$ cat src/rtl/correlate.sv
// correlate: census Hamming-distance disparity search.
// Three register stages: XOR of the census pair, popcount, then a running
// argmin over NUM_DISP consecutive valid candidates of one left pixel.
// Valid/ready contract: bitvec_val qualifies left/right for one cycle with no
// backpressure. disparity_val is a one-cycle pulse; the result outputs hold
// their values between pulses.
module correlate #(
    parameter int NUM_DISP = 64,
    parameter int IMG_W    = 640,
    parameter int IMG_H    = 480
) (
    input  logic        clk,
    input  logic        reset,
    input  logic [71:0] left_bitvec,
    input  logic [71:0] right_bitvec,
    input  logic        bitvec_val,
    output logic [9:0]  pixel_x,
    output logic [8:0]  pixel_y,
    output logic        disparity_val,
    output logic [5:0]  disparity
);

    localparam logic [5:0] LAST_CAND = 6'(NUM_DISP - 1);
    localparam logic [9:0] X_LAST    = 10'(IMG_W - 1);
    localparam logic [8:0] Y_LAST    = 9'(IMG_H - 1);
    localparam logic [6:0] COST_INIT = 7'd127;

    // Number of set bits in a 72-bit difference vector (0..72).
    function automatic logic [6:0] f_popcount(input logic [71:0] v);
        logic [6:0] s;
        s = '0;
        for (int i = 0; i < 72; i++) begin
            s = s + {6'd0, v[i]};
        end
        return s;
    endfunction

    // Stage 1 registers
    logic        r_s1_val;
    logic [71:0] r_s1_diff;
    // Stage 2 registers
    logic        r_s2_val;
    logic [6:0]  r_s2_cost;
    // Stage 3 search state
    logic [5:0]  r_cand;
    logic [6:0]  r_best_cost;
    logic [5:0]  r_best_disp;
    logic [9:0]  r_px;
    logic [8:0]  r_py;
    // Result registers
    logic        r_dval;
    logic [5:0]  r_disp;
    logic [9:0]  r_out_x;
    logic [8:0]  r_out_y;

    // Search combinational terms
    logic        w_run_last;
    logic        w_take;
    logic [6:0]  w_best_cost_nx;
    logic [5:0]  w_best_disp_nx;
    logic        w_pix_done;

    // Stage 1: capture the XOR only on valid cycles so X/Z on idle cycles never reaches state.
    always_ff @(posedge clk) begin
        if (reset) begin
            r_s1_val  <= 1'b0;
            r_s1_diff <= '0;
        end else begin
            r_s1_val <= bitvec_val;
            if (bitvec_val) begin
                r_s1_diff <= left_bitvec ^ right_bitvec;
            end
        end
    end

    // Stage 2: reduce the difference vector to a Hamming cost.
    always_ff @(posedge clk) begin
        if (reset) begin
            r_s2_val  <= 1'b0;
            r_s2_cost <= '0;
        end else begin
            r_s2_val <= r_s1_val;
            if (r_s1_val) begin
                r_s2_cost <= f_popcount(r_s1_diff);
            end
        end
    end

    // Candidate 0 always seeds the search; later candidates replace only on a
    // strictly lower cost, so ties keep the lower disparity.
    always_comb begin
        w_run_last     = (r_cand == LAST_CAND);
        w_take         = (r_cand == 6'd0) || (r_s2_cost < r_best_cost);
        w_best_cost_nx = w_take ? r_s2_cost : r_best_cost;
        w_best_disp_nx = w_take ? r_cand : r_best_disp;
        w_pix_done     = r_s2_val && w_run_last;
    end

    // Stage 3: running argmin over the candidates of one pixel; gaps simply stall it.
    always_ff @(posedge clk) begin
        if (reset) begin
            r_cand      <= '0;
            r_best_cost <= COST_INIT;
            r_best_disp <= '0;
        end else if (r_s2_val) begin
            r_best_cost <= w_best_cost_nx;
            r_best_disp <= w_best_disp_nx;
            if (w_run_last) begin
                r_cand <= '0;
            end else begin
                r_cand <= r_cand + 6'd1;
            end
        end
    end

    // Pixel position counter: advances once per completed run, raster order with wrap.
    always_ff @(posedge clk) begin
        if (reset) begin
            r_px <= '0;
            r_py <= '0;
        end else if (w_pix_done) begin
            if (r_px == X_LAST) begin
                r_px <= '0;
                if (r_py == Y_LAST) begin
                    r_py <= '0;
                end else begin
                    r_py <= r_py + 9'd1;
                end
            end else begin
                r_px <= r_px + 10'd1;
            end
        end
    end

    // Result registers: load on run completion and pulse valid; otherwise hold.
    always_ff @(posedge clk) begin
        if (reset) begin
            r_dval  <= 1'b0;
            r_disp  <= '0;
            r_out_x <= '0;
            r_out_y <= '0;
        end else begin
            r_dval <= w_pix_done;
            if (w_pix_done) begin
                r_disp  <= w_best_disp_nx;
                r_out_x <= r_px;
                r_out_y <= r_py;
            end
        end
    end

    assign disparity_val = r_dval;
    assign disparity     = r_disp;
    assign pixel_x       = r_out_x;
    assign pixel_y       = r_out_y;

endmodule

$ cat config.mk
export PLATFORM = sky130hd
export DESIGN_NAME = correlate
export DESIGN_NICKNAME = d
export VERILOG_FILES = /design/src/rtl/correlate.sv
export SDC_FILE = /design/constraint.sdc
export NUM_CORES = 1
export LEC_CHECK = 0
export CORE_UTILIZATION = 41
export DETAILED_ROUTE_END_ITERATION = 6
export PLACE_DENSITY = 0.67
export SLEW_MARGIN = 40
export SYNTH_ARGS = -nofsm -noshare
export SYNTH_HDL_FRONTEND = slang
export SYNTH_SLANG_ARGS = --single-unit
$ cat constraint.sdc
create_clock -name clk -period 13.65 [get_ports clk]
set_input_delay 1.365 -clock clk [delete_from_list [all_inputs] [get_ports clk]]
set_output_delay 1.365 -clock clk [all_outputs]
set_load 0.05 [all_outputs]
### Word level (Yosys, flattened, before mapping)

Cells that the tools add are included.

| cells by class | value |
|---|---|
| multiplexer cells | 4 |
| $add $sub $neg | 74 |
| magnitude comparators | 1 |
| bitwise gates (word level) | 1 |
| eq/ne operators | 3 |
| reductions and logical operators | 5 |

Operators with widths:

| operator | count |
|---|---|
| $add 7x1->7 | 65 |
| $xor 72x72->72 | 1 |
| $mux 6 | 2 |
| $add 10x1->10 const B | 1 |
| $eq 10x10->1 const B | 1 |
| $mux 10 | 1 |
| $add 9x1->9 const B | 1 |
| $eq 9x9->1 const B | 1 |
| $mux 9 | 1 |
| $add 6x1->7 | 1 |
| $lt 7x7->1 | 1 |
| $add 5x1->6 | 1 |
| $add 6x1->6 const B | 1 |
| $eq 6x6->1 const B | 1 |
| $logic_not 6->1 | 1 |
| $add 4x1->5 | 1 |
| $add 3x1->4 | 1 |
| $reduce_and 2->1 | 2 |
| $add 2x1->3 | 1 |
| $add 1x1->2 | 1 |
| $logic_and 1x1->1 | 1 |
| $logic_or 1x1->1 | 1 |

| storage, ports and cells | value |
|---|---|
| register bits | 145 |
| input bits | 147 |
| logic and storage cells | 101 |
| output and inout port bits | 26 |

### Depth between registers and ports, before layout

Gate-level depths: netlist of run 1.

| logic depth | value |
|---|---|
| word-level depth | 71 |
| mapped depth | 22 |

### Worst setup path after synthesis of run 1

No wires, ideal clock.

| timing | value |
|---|---|
| kind | register to register |
| start point | register r_s1_diff[35] |
| end point | register r_s2_cost[6] |
| data required time | 13.518 ns |
| buffers on the path | 0 |
| cell stages (with the launch flop) | 21 |
| path slack | 7.773 ns |
| arrival time | 5.746 ns |
| path through | dfxtp_1 -> inv_1 -> fa_1 -> inv_1 -> fa_1 -> fa_1 -> inv_1 -> fa_1 -> fa_1 -> inv_1 -> fa_1 -> fa_1 -> inv_1 -> fa_1 -> inv_1 -> fa_1 -> a21o_1 -> a21oi_1 -> nor2b_1 -> nor4b_1 -> nor3_1 |

| between the ends | value |
|---|---|
| cells in the longest elaborated chain, start to end | 37 |

RTL lines:

| item | line | RTL |
|---|---|---|
| start, declared | 40 | `logic [71:0] r_s1_diff;` |
| start signal, assigned | 71 | `r_s1_diff <= left_bitvec ^ right_bitvec;` |
| $add 7x1->7 (37 in series) | 33 | `s = s + {6'd0, v[i]};` |
| end signal, assigned | 84 | `r_s2_cost <= f_popcount(r_s1_diff);` |
| end, declared | 43 | `logic [6:0] r_s2_cost;` |

No other way between the ends.
A chain may end at the register's enable or synchronous reset.

### Final worst setup path of run 1

Ends and elaborated chain as after synthesis.

==> results of run 1 <==
==> final cells by class <==
class,instances,area [sq um]
Timing Repair Buffer,176,1754
Inverter,117,439.2
Multi-Input combinational cell,578,4584
Sequential cell,145,2903
Clock inverter,15,188.9
Fill cell,1756,8398
Tap cell,260,325.3
Clock buffer,17,425.4
==> flip-flops by register name, indices dropped and copies added (netlist names), 6 cells and up <==
name and cells:
pixel_y 9, pixel_x 10, r_px 10, r_s2_cost 7, r_s1_diff 72, r_py 9
r_best_cost 7, disparity 6, r_best_disp 6, r_cand 6
==> Yosys cell counts (all sizes together) (2+ instances only) <==
cell type / count / area [sq um]
a211oi: 75 / 563.0
a21o: 3 / 22.52
a21oi: 31 / 158.9
a311oi: 2 / 17.52
a31oi: 2 / 12.51
and3: 2 / 12.51
buf: 11 / 48.80
clkbuf: 32 / 120.1
dfxtp: 145 / 2903
fa: 61 / 1221
ha: 27 / 337.8
inv: 117 / 439.2
mux2i: 16 / 160.2
nand2: 63 / 241.5
nand2b: 9 / 56.30
nand3: 13 / 65.06
nand4: 7 / 65.06
nor2: 123 / 461.7
nor2b: 5 / 31.28
nor3: 10 / 50.05
nor3b: 3 / 22.52
nor4: 5 / 61.31
o211ai: 2 / 15.01
o21ai: 11 / 55.05
o2bb2ai: 3 / 26.28
or3: 3 / 20.02
or3b: 2 / 17.52
xnor2: 82 / 718.2
xor2: 8 / 70.07
==> kinds of logic after synthesis <==
group	Yosys count	synth area share, %
AO/OA/AOI/OAI	134	11.36
flip-flops	145	35.90
adder cells (fa/ha/maj)	88	19.28
buffers and inverters	160	7.521
multiplexers	16	1.981
AND/OR/NAND/NOR	250	14.21
XOR/XNOR	90	9.749
==> final timing paths <==
| path | slack, ns | end | startpoint | cells after the start |
|---|---|---|---|---|
| max reg2reg | 7.53 | r_s2_cost[6] | r_s1_diff[35] | 20 |
| min reg2reg | 0.45 | pixel_y[4] | pixel_y[4] | 2 |
| max | 7.53 | r_s2_cost[6] | r_s1_diff[35] | 20 |
| min | 0.45 | pixel_y[4] | pixel_y[4] | 2 |
==> power groups by stage <==
| stage | clock network [mW] | registers (mW) | logic (mW) |
|---|---|---|---|
| after CTS | 0.497 | 0.467 | 1.52 |
| after detailed placement | 0 | 0.476 | 1.50 |
| final | 0.487 | 0.467 | 1.49 |
| after floorplan | 0 | 0.471 | 1.21 |
| after global placement | 0 | 0.476 | 1.49 |
| after global routing | 0.515 | 0.470 | 1.74 |
==> cells in the final DEF (no fill, tap or decap), drive strengths merged, types with 10 or more instances in the layout <==
cell,netlist,routed
nor3,10,10
fa,61,61
nor2,123,123
clkbuf,32,17
nand3,13,13
a211oi,75,75
mux2i,16,16
clkdlybuf4s50,0,170
nand2,63,63
xnor2,82,82
dfxtp,145,145
inv,117,127
ha,27,27
o21ai,11,11
a21oi,31,31
==> critical path, stage by stage (launching register included) <==
cell     delay [ns]
dfxtp_1        0.33
inv_1          0.06
fa_1           0.52
inv_1          0.05
fa_1           0.41
fa_1           0.54
inv_1          0.05
fa_1           0.50
fa_1           0.51
inv_1          0.05
fa_1           0.47
fa_1           0.56
inv_1          0.06
fa_1           0.52
inv_1          0.07
fa_1           0.46
a21o_1         0.17
a21oi_1        0.21
nor2b_1        0.07
nor4b_1        0.28
nor3_1         0.09
==> stage by stage <==
step | area, sq um | std cells | hold WS, ns
finish | 10620 | 1308 | 0.4529
global route | 10620 | 1308 | 0.4745
CTS | 10610 | 1308 | 0.4557
detailed placement | 9998 | 1276 | 0.4464
global placement | 9991 | 1276 | 0.4424
floorplan | 8085 | 883 | 0.4491
==> per-layer routing <==
layer	part of all wire [%]	wire, um	vias to the layer above
met1	47	7432	2758
met2	48	7629	136
li1	-	-	3168
met5	0	0	-
met3	4.0	635	19
met4	1.8	280	0
==> out/results.tsv, run 1 <==
metric	value	unit
status	completed	
htreeDepth	4	
path_class	reg -> reg	
leakage	4.227	nW
grtUsageMet3	3.836	%
p_per_area	230.2	mW/mm^2
period_minus_slack	6.121	ns
power	2.444	mW
p_int	1.433	mW
hold_viol	0	
routed_wl	15980	um
p_switching	1.012	mW
port_buffers	172	
grt_max_degree	108	
cp_data_arrival_time	6.41	ns
antenna_cells	0	
die_area	0.02029	sq mm
grt_use_total	17.40	%
synthArstFlopShare	0	%
routedWlPerCell	12.21	um
period_share	44.85	%
swShare	41.39	%
core_region_area	0.01902	sq mm
row_count	50	
synth_cell_type_count	47	
start_kind	flip-flop	
syn-num-nets	1118	
utilization	55.84	%
peakVddDrop	398.4	uV
die_height	142.4	um
rsz0062_at_grt	false	
syn2layout_area_growth	31.35	%
firstDrtPassIters	4	
clkPwrFrac	19.9	%
cts_sinks	145	
num-nets-final	1270	
synth_area	0.008085	sq mm
num_io_pins	173	
synth_seq_area_share	35.90	%
max_freq	163.4	MHz
clock_path_buffers	2	
cts_buffers	17	
hpwl	11920	um
grtUsageMet2	29.13	%
synth_area_per_cell	9.157	sq um
grt_pass1_wl	27780	um
cts_hold_buffers	0	
clock_latency	0.44	ns
ant_nets	0	
timing.final.ws_setup	7.529	ns
gr-max-usage-layer	met2	
grt-ovfl-total	0	
required	13.94	ns
tns	0	ns
tightest_slew	0.7464	ns
hold_class	reg -> reg	
end_kind	flip-flop	
synth_seq_cells	145	
antenna_found_initial	0	
worst_slew_margin_rel	50.24	%
die_w	142.4	um
max-cap-violations	0	
drv_slew	0	
num_vias	6081	
synthCells	883	
place_congestion	0.8290	
drive_gt1_share	4.580	%
grt_util_met1	21.83	%
yosysWarnings	0	
drtIter0Drc	208	
cts_root_buffer	clkbuf_16	
cp_max_fo	2	
ctsResizeCount	0	
post-cts-setup-buffers	0	
synth_edf_count	0	
seqPwrFrac	19.1	%
initial_core_util	42.51	%
pre_cts_ws	7.559	ns
skew	0.008792	ns
clk_pin_slew	0.06	ns
grt_pass1_vias	6072	
combPwrFrac	61.0	%
setup_violations	0	
vias_per_cell	4.649	
cts_tree	built	
drcViolationCount	0	
ys.flop_type	dfxtp_1	
Note: power is estimated with default switching activity, not from simulation.
==> inputs of run 2 (changes only) <==
--- a/config.mk
+++ b/config.mk
@@ -7,7 +7,7 @@
 export LEC_CHECK = 0
 export CORE_UTILIZATION = 41
 export DETAILED_ROUTE_END_ITERATION = 6
-export PLACE_DENSITY = 0.67
+export PLACE_DENSITY = 0.69
 export SLEW_MARGIN = 40
 export SYNTH_ARGS = -nofsm -noshare
 export SYNTH_HDL_FRONTEND = slang
==> constraint.sdc (replaced) <==
create_clock -name clk -period 5.3 [get_ports clk]
set_input_delay 0.53 -clock clk [delete_from_list [all_inputs] [get_ports clk]]
set_output_delay 0.53 -clock clk [all_outputs]
set_load 0.05 [all_outputs]
==> out/results.tsv, run 2 (synthesis results as in run 1) <==
metric	value	unit
place_congestion	0.7917	
antenna_cells	0	
syn2layout_area_growth	33.87	%
htreeDepth	4	
clock_latency	0.42	ns
cts_sinks	145	
core_region_area	0.01902	sq mm
clock_path_buffers	2	
grt_pass1_wl	28310	um
ant_nets	0	
violations	negative setup slack	
vias_per_cell	4.663	
clk_pin_slew	0.07	ns
worst_slew_margin_rel	46.69	%
setup_violations	6	
rsz0062_at_grt	true	
die_w	142.4	um
die_area	0.02029	sq mm
drv_slew	0	
path_delay_family	adder cells	
period_minus_slack	5.848	ns
max-cap-violations	0	
tns	-2.237	ns
crit_path_frequent_cell	inv_2	
largest_reg_flops	72	
leakage	4.283	nW
timing.final.ws_setup	-0.5485	ns
grt_use_total	17.51	%
max_stage_delay	0.54	ns
num_vias	6160	
start_kind	flip-flop	
antenna_found_initial	0	
initial_core_util	42.51	%
peakVddDrop	1287	uV
hpwl	12220	um
regMostFlops	r_s1_diff	
die_height	142.4	um
final_cell_mix	clkdlybuf4s50_1 (170), dfxtp_1 (140), nor2_1 (122), inv_1 (104), xnor2_1 (82)	
grt-ovfl-total	0	
drcViolationCount	0	
drive_gt1_share	8.671	%
port_buffers	172	
stdcell_area	0.01082	sq mm
tightest_slew	0.7997	ns
required	5.56	ns
holdWs	0.4519	ns
cts_buffers	17	
cts_root_buffer	clkbuf_16	
num_io_pins	173	
path_buf_inv	6	
end_kind	flip-flop	
final_common_cell	clkdlybuf4s50_1	
period_share	110.3	%
num-nets-final	1283	
p_per_area	742.8	mW/mm^2
cts_tree	built	
cp_max_fo	2	
path_class	reg -> reg	
utilization	56.91	%
cp_data_arrival_time	6.11	ns
drtIter0Drc	232	
hold_viol	0	
skew	0.01115	ns
critical_path.cell_chain	inv_2, fa_1, inv_2, fa_2, inv_2, fa_1, inv_2, fa_1, inv_2, fa_2, fa_1, fa_2, fa_1, inv_2, ha_4, fa_2, a21o_1, a21oi_2, nor2b_1, nor4b_2, nor3_1	
grt_pass1_vias	6076	
grt_max_degree	111	
row_count	50	
critPathSlowestCell	fa_1	
firstDrtPassIters	4	
hold_class	reg -> reg	
routedWlPerCell	12.31	um
max_freq	171.0	MHz
status	complete, but fails checks	
routed_wl	16260	um
place_area	0.01010	sq mm
-- run 2: report_power, final --
part / switching, mW / total [mW] / leakage (nW) / internal [mW]
clock: 0.487 / 1.33 / 0.313 / 0.842
sequential: 0.0443 / 1.20 / 1.19 / 1.16
combinational: 2.56 / 5.51 / 2.78 / 2.94
total: 3.09 / 8.04 / 4.28 / 4.95
-- run 2: stage by stage --
step	setup slack [ns]	std cells	power, mW
global placement	-0.5754	1286	6.022
global route	-0.7349	1321	8.875
detailed placement	-0.6344	1286	6.185
CTS	-0.5799	1319	7.848
finish	-0.5485	1321	8.040
floorplan	-0.4144	883	4.565
-- run 2: area by class of cell --
cell class / instances / area, sq um
clock inverter: 15 / 229.0
inverter: 117 / 439.2
sequential: 145 / 2909
clock buffer: 17 / 425.4
tap: 260 / 325.3
timing repair buffer: 189 / 1852
fill: 1746 / 8194
multi-input combinational: 578 / 4644
-- run 2: worst paths after layout --
path	from	to	slack [ns]	cells past startpoint
max reg2reg	r_s1_diff[35]	r_s2_cost[6]	-0.55	21
min reg2reg	pixel_x[2]	pixel_x[2]	0.45	2
max	r_s1_diff[35]	r_s2_cost[6]	-0.55	21
min	pixel_x[2]	pixel_x[2]	0.45	2
-- run 2: worst reg2reg max path, stage by stage (launching register included) --
cell and delay [ns]:
dfxtp_2 0.33, inv_2 0.04, fa_1 0.54, inv_2 0.04
fa_2 0.53, inv_2 0.04, fa_1 0.48, inv_2 0.04
fa_1 0.44, inv_2 0.08, fa_2 0.43, fa_1 0.54
fa_2 0.45, fa_1 0.51, inv_2 0.05, ha_4 0.16
fa_2 0.35, a21o_1 0.17, a21oi_2 0.13, nor2b_1 0.07
nor4b_2 0.21, nor3_1 0.07
-- run 2: repair_timing --
| action | 4_1_cts | 5_1_grt |
|---|---|---|
| hold buffers | 0 | 0 |
| resized for setup | 12 | 7 |
| setup endpoints to repair | 6 | 6 |
| pin swaps | 9 | 5 |
| buffers inserted | 1 | 2 |
| gates cloned | 0 | 0 |
-- run 2: layer usage --
layer | GRT usage [%] | vias to the layer above | part of all wire [%]
li1 | - | 3208 | -
met1 | 21.87 | 2821 | 45
met3 | 3.432 | 11 | 3.3
met4 | 5.603 | 0 | 1.2
met5 | 0 | - | 0
met2 | 30.24 | 120 | 50
